<file path="config.mk">
export PLATFORM = sky130hd
export DESIGN_NAME = calc_key_sequencer
export DESIGN_NICKNAME = d
export VERILOG_FILES = /design/src/rtl/calc_pkg.sv /design/src/rtl/key_debounce.sv /design/src/rtl/calc_key_sequencer.sv
export SDC_FILE = /design/constraint.sdc
export NUM_CORES = 1
export LEC_CHECK = 0
export BUFFER_PORTS_ARGS = -buffer_cell sky130_fd_sc_hd__clkbuf_2
export CAP_MARGIN = 20
export CELL_PAD_IN_SITES_DETAIL_PLACEMENT = 1
export CELL_PAD_IN_SITES_GLOBAL_PLACEMENT = 1
export CORE_MARGIN = 2
export CORE_UTILIZATION = 32
export CTS_CLUSTER_SIZE = 12
export DETAILED_ROUTE_END_ITERATION = 10
export GPL_ROUTABILITY_DRIVEN = 0
export PLACE_DENSITY_LB_ADDON = 0.3
export SYNTH_ARGS = -nofsm -noshare
export SYNTH_HDL_FRONTEND = slang
export SYNTH_SLANG_ARGS = --single-unit
</file>
<file path="constraint.sdc">
create_clock -name CLOCK_50 -period 1.95 [get_ports CLOCK_50]
set_input_delay 0.39 -clock CLOCK_50 [delete_from_list [all_inputs] [get_ports CLOCK_50]]
set_output_delay 0.39 -clock CLOCK_50 [all_outputs]
set_load 0.02 [all_outputs]
</file>
<file path="src/rtl/calc_pkg.sv">
// rtl/calc_pkg.sv - shared constants, op-codes and FSM state type for the calculator key sequencer
package calc_pkg;

    localparam int WIDTH_DEF = 4;

    localparam logic [2:0] OP_ADD = 3'b000;
    localparam logic [2:0] OP_SUB = 3'b001;
    localparam logic [2:0] OP_ABS = 3'b010;

    localparam int KEY_ADD = 0;
    localparam int KEY_SUB = 1;
    localparam int KEY_ABS = 2;

    typedef enum logic [1:0] {
        ST_IDLE    = 2'd0,
        ST_LATCH   = 2'd1,
        ST_CAPTURE = 2'd2,
        ST_SHOW    = 2'd3
    } state_t;

    // Fixed-priority pick among same-cycle press pulses: ADD > SUB > ABS.
    function automatic logic [2:0] press_to_op(input logic [2:0] press);
        if (press[KEY_ADD])      return OP_ADD;
        else if (press[KEY_SUB]) return OP_SUB;
        else                     return OP_ABS;
    endfunction

endpackage

</file>
<file path="src/rtl/key_debounce.sv">
// rtl/key_debounce.sv - one pushbutton: 2-flop synchronizer, debounce counter, press pulse
module key_debounce #(
    parameter int DEBOUNCE_CYCLES = 500000
) (
    input  logic clk_i,
    input  logic rst_i,
    input  logic key_raw_i,
    output logic press_o
);

    localparam int CNT_W = $clog2(DEBOUNCE_CYCLES + 1);
    localparam logic [CNT_W-1:0] CNT_LAST = CNT_W'(DEBOUNCE_CYCLES - 1);

    logic             sync1_q;
    logic             sync2_q;
    logic             level_q;
    logic [CNT_W-1:0] cnt_q;
    logic             press_q;

    // Synchronize the raw key; keys idle high, so reset to released.
    always_ff @(posedge clk_i) begin
        if (rst_i) begin
            sync1_q <= 1'b1;
            sync2_q <= 1'b1;
        end else begin
            sync1_q <= key_raw_i;
            sync2_q <= sync1_q;
        end
    end

    // Count consecutive samples that disagree with the debounced level; flip after a full run.
    always_ff @(posedge clk_i) begin
        if (rst_i) begin
            level_q <= 1'b1;
            cnt_q   <= '0;
            press_q <= 1'b0;
        end else begin
            press_q <= 1'b0;
            if (sync2_q != level_q) begin
                if (cnt_q == CNT_LAST) begin
                    level_q <= sync2_q;
                    cnt_q   <= '0;
                    press_q <= ~sync2_q;
                end else begin
                    cnt_q <= cnt_q + 1'b1;
                end
            end else begin
                cnt_q <= '0;
            end
        end
    end

    assign press_o = press_q;

endmodule

</file>
<file path="src/rtl/calc_key_sequencer.sv">
// rtl/calc_key_sequencer.sv - debounced key front-end that latches operands and holds calculator results
module calc_key_sequencer
    import calc_pkg::*;
#(
    parameter int DEBOUNCE_CYCLES = 500000,
    parameter int WIDTH           = WIDTH_DEF
) (
    input  logic               CLOCK_50,
    input  logic               reset,
    input  logic [2:0]         KEY,
    input  logic [2*WIDTH-1:0] SW,
    output logic [WIDTH-1:0]   a_out,
    output logic [WIDTH-1:0]   b_out,
    output logic [2:0]         op,
    input  logic [WIDTH-1:0]   calc_r,
    input  logic               calc_ovf,
    output logic [WIDTH-1:0]   r_hold,
    output logic               ovf_hold,
    output logic               result_valid,
    output logic               busy
);

    logic [2:0] press;

    genvar k;
    generate
        for (k = 0; k < 3; k++) begin : g_key
            key_debounce #(
                .DEBOUNCE_CYCLES(DEBOUNCE_CYCLES)
            ) u_key_debounce (
                .clk_i    (CLOCK_50),
                .rst_i    (reset),
                .key_raw_i(KEY[k]),
                .press_o  (press[k])
            );
        end
    endgenerate

    state_t           state_q;
    logic [WIDTH-1:0] a_q;
    logic [WIDTH-1:0] b_q;
    logic [2:0]       op_q;
    logic [WIDTH-1:0] r_hold_q;
    logic             ovf_hold_q;
    logic             result_valid_q;
    logic             busy_q;

    logic             ev_valid;
    logic [2:0]       ev_op;

    // Reduce same-cycle presses to one request; losers are simply discarded.
    always_comb begin
        ev_valid = |press;
        ev_op    = press_to_op(press);
    end

    // Request sequencer: latch operands, wait one settle cycle, capture the result.
    always_ff @(posedge CLOCK_50) begin
        if (reset) begin
            state_q        <= ST_IDLE;
            a_q            <= '0;
            b_q            <= '0;
            op_q           <= OP_ADD;
            r_hold_q       <= '0;
            ovf_hold_q     <= 1'b0;
            result_valid_q <= 1'b0;
            busy_q         <= 1'b0;
        end else begin
            case (state_q)
                ST_IDLE, ST_SHOW: begin
                    if (ev_valid) begin
                        state_q        <= ST_LATCH;
                        a_q            <= SW[2*WIDTH-1:WIDTH];
                        b_q            <= SW[WIDTH-1:0];
                        op_q           <= ev_op;
                        result_valid_q <= 1'b0;
                        busy_q         <= 1'b1;
                    end
                end
                ST_LATCH: begin
                    state_q <= ST_CAPTURE;
                end
                ST_CAPTURE: begin
                    state_q        <= ST_SHOW;
                    r_hold_q       <= calc_r;
                    ovf_hold_q     <= calc_ovf;
                    result_valid_q <= 1'b1;
                    busy_q         <= 1'b0;
                end
                default: begin
                    state_q <= ST_IDLE;
                    busy_q  <= 1'b0;
                end
            endcase
        end
    end

    assign a_out        = a_q;
    assign b_out        = b_q;
    assign op           = op_q;
    assign r_hold       = r_hold_q;
    assign ovf_hold     = ovf_hold_q;
    assign result_valid = result_valid_q;
    assign busy         = busy_q;

endmodule

</file>
==> summary by stage <==
Outcome
The run finished with clean final reports.

Routing
The final route contains 3058 vias. The first detailed-routing pass ran for 4 iterations. The DRC marker count from the first detailed-route iteration is 93. The detailed-route vias per instance is 4.99. The count of nets left with antenna violations once routing finished came out at 0. For this run, design rule violations remaining after detail routing come to 0.

Dividing the detail-routed wire length by the instance count gives 13.7 microns. Wires add up to 8370 microns.

Cells and area
At the end of the flow, the number of nets in the layout was 488. Leaving out fill and tap cells, the most frequent cells in the layout are dfxtp_1 (88), nor2_1 (80), xnor2_1 (35). The relative area change from synthesis to final layout is 18.0%. The post-route cell area is 4450 sq um. 0 antenna diodes ended up in the layout. After filler insertion, the fill cell instance count of the layout stands at 1349. Of the cells placed in the final design, the portion with a size suffix greater than 1 is 0.172. Leaving out fill and tap cells, the most frequent cell in the layout is dfxtp_1.

GRT
The overall overflow remaining after global route is 0. The largest net degree at the start of global routing is 20. The initial antenna violation count came to 0.

The via count of the first global-routing pass came to 3193. The wire length of the first global-routing pass is 14700 microns. For this run, the total global-route usage over all layers was measured as 0.143.

Critical path
The top fanout value on the critical path is 4. Counting cells, the worst reg-to-reg path comes to 4. Across all register-to-register paths, the minimum setup slack is 180 ps. The worst setup path is launched from a register.

The data arrival time of the critical path is 2020 ps. The startpoint identified for the worst register-to-register timing path is state_q[0]. The nature of the critical path endpoint is a register.

For the worst setup path, the data required time is 2200 ps. The worst reg2reg path endpoint is state_q[0]. The worst setup path is of the reg -> reg kind.

Timing
Across all hold checks on the routed design, the worst slack comes to 234 ps. The total negative slack for setup checks is 0 ps. The count of final setup violators is 0. The clock skew after layout is 10.5 ps. The worst-case setup margin in the final layout is 176 ps. Counting I/O delays and the setup requirement, the final critical path takes 1770 ps.

The post-route clock period utilization is 0.910. The maximum clock rate is 0.564 GHz. The final number of max-transition violations is 0. Setup repair after global routing left no endpoint under its margin. In this run the tightest slew margin relative to its limit is 0.291. The slew at the pin closest to its max-slew limit is 1060 ps. The final-report hold violation count is 0.

Logic synthesis
The leading register cell type out of synthesis is dfxtp_1. Ranked by total cell area, the synthesized netlist is headed by dfxtp_1 (47%), xnor2_1 (8.1%), nor2_1 (8.0%). The number of synthesis warnings is 0.

The part of the Yosys area used for sequential elements is 0.467. The cell type with the highest aggregate area in the netlist is dfxtp_1. The synthesized netlist contains 48 unique library cells. The post-synthesis net count is 445. The average instance in the mapped netlist occupies 8.93 sq um. The cell count after synthesis came out at 422. The number of flops mapped to enable cells by yosys is 0. The fraction of synthesis flops using an asynchronous set or reset pin is 0.

The netlist area before placement is 3770 sq um. In this run, synthesis produced a sequential element count of 88. The area share of the leading cell type in the synthesized netlist is 0.467.

Die
The die is 113 microns wide. The initial utilization of the core area, before any placement, comes to 0.329. The area enclosed by the die boundary is 12700 sq um. The region available for standard cell placement spans 11500 sq um. The number of rows created at floorplan is 39. From bottom edge to top edge, the die measures 113 microns. 36 I/O pins were placed.

Placed design
The setup slack after placement is 203 ps. The count of port buffers added during placement is 34. The half-perimeter wire length of the detailed placement result is 6130 microns. The instance area after placement is 4160 sq um.

Power and ir drop
The share of total power dissipated in combinational logic is 0.100. Summed over all nets, the switching power comes to 0.952 mW. The part of the power in registers is 0.476. The overall power of the completed layout is 3.98 mW.

The clock share of power is 0.425. Of the total power, the share spent switching nets is 0.239. Cell internal power was estimated by the tool at 3.02 mW. The power per standard cell area is 894 nW/um^2.

The leakage power summed over all cells is 1.53 nW. IR analysis of the VDD net gives a maximum drop of 0.382 mV.

Clock tree
Clock-pin slew was measured on the worst setup and hold paths at 60 ps. The worst-case clock buffer depth is 2. The number of gates given a new drive strength after cts is 0. The number of sinks driven by the clock tree is 88. In this run the number of H-tree levels came out at 3. The buffer type at the clock tree root is clkbuf_16.

At the later pin of the worst-skew pair, clock insertion delay measures 340 ps. The clock tree from TritonCTS is done. For this design, the CTS-stage hold fixing added 0 buffers. The post-CTS setup-driven buffer insertion count is 0. The number of buffers created by CTS is 9.

Worst hold path
In this run the most critical hold path is launched from KEY[1]. The path class of the tightest hold or removal check is in -> reg. The instance count along the most critical hold path is 2. The worst hold path terminates at g_key[1].u_key_debounce.sync1_q.

Job
The max-capacitance violation count is 0.
-- cell type report --
type	instances	area, sq um	share of cell area
sequential	88	1760	0.396
inverter	16	60.1	0.0135
clock inverter	5	57.6	0.0129
timing repair buffer	47	280	0.0630
tap	143	179	0.0402
clock buffer	11	233	0.0523
multi-input combinational	303	1880	0.422
-- sequential cells by signal, indices dropped and copies added, names as in the netlist --
signal                        cells
r_hold                            4
g_key.u_key_debounce.cnt_q       57
ovf_hold                          1
g_key.u_key_debounce.level_q      3
g_key.u_key_debounce.sync2_q      3
result_valid                      1
busy                              1
b_out                             4
op                                2
a_out                             4
g_key.u_key_debounce.press_o      3
g_key.u_key_debounce.sync1_q      3
state_q                           2
-- metal layers --
layer,global-route usage,part of all wire,vias up
li1,-,-,1548
met1,0.168,0.46,1469
met2,0.247,0.50,28
met3,0.0308,0.022,13
met4,0.0707,0.023,0
met5,0,0,-
-- worst max path at each step --
| stage | from | end | slack [ps] | depth (start not counted) |
|---|---|---|---|---|
| 6_report | state_q[0] | state_q[0] | 180 | 4 |
| 2_1_floorplan | g_key[1].u_key_debounce.cnt_q[0] | g_key[1].u_key_debounce.cnt_q[12] | 250 | 7 |
| 4_1_cts | state_q[0] | state_q[0] | 140 | 4 |
| 3_3_place_gp | g_key[2].u_key_debounce.cnt_q[0] | g_key[2].u_key_debounce.cnt_q[18] | 290 | 5 |
| 3_5_place_dp | state_q[0] | state_q[0] | 200 | 4 |
| 5_1_grt | g_key[1].u_key_debounce.cnt_q[0] | g_key[1].u_key_debounce.cnt_q[10] | 80 | 5 |
-- worst max-delay path: stages (launching register included) --
cell	delay, ps
dfxtp_1	370
inv_1	60
ha_1	300
or4b_2	660
a211oi_1	280
-- through the flow --
stage | instances | utilization
4_1_cts | 613 | 0.388
5_1_grt | 613 | 0.388
2_1_floorplan | 422 | -
6_report | 613 | 0.388
3_5_place_dp | 597 | 0.363
3_3_place_gp | 597 | 0.363
-- cell families (layout without fill, tap and decap cells) --
| family | after synthesis | after routing | synth area share |
|---|---|---|---|
| compound gates | 32 | 32 | 0.0558 |
| simple gates | 205 | 205 | 0.279 |
| mux | 15 | 15 | 0.0398 |
| other cells | 1 | 1 | 0.000995 |
| buf+inv | 31 | 79 | 0.0362 |
| xor+xnor | 45 | 45 | 0.105 |
| flops | 88 | 88 | 0.467 |
| fa+ha+maj | 5 | 5 | 0.0166 |
-- cells in the mapped netlist (2+ instances only) --
master / instances
or2_2: 7
a21bo_2: 2
buf_2: 6
dfxtp_1: 88
nand3_1: 19
nor4_1: 18
nor3_1: 15
or4_1: 3
nand4_2: 3
o21ai_0: 7
nor4bb_1: 2
o31ai_1: 2
nand2_1: 22
xor2_1: 10
inv_1: 16
xnor2_1: 35
nand4_1: 16
buf_4: 3
nand3b_1: 2
o211ai_1: 2
and3_1: 4
nor4b_1: 2
and4_1: 2
mux2i_1: 15
clkbuf_1: 4
or3_1: 2
ha_1: 5
nor2_1: 80
a21oi_1: 11
-- power by group through the flow --
stage	clock network, mW	registers (mW)	logic [mW]
floorplan	0	1.96	0.229
global placement	0	1.93	0.381
detailed placement	0	1.93	0.396
CTS	1.75	1.89	0.406
global route	1.82	1.90	0.443
finish	1.69	1.89	0.396
(Power assumes the default switching activity.)
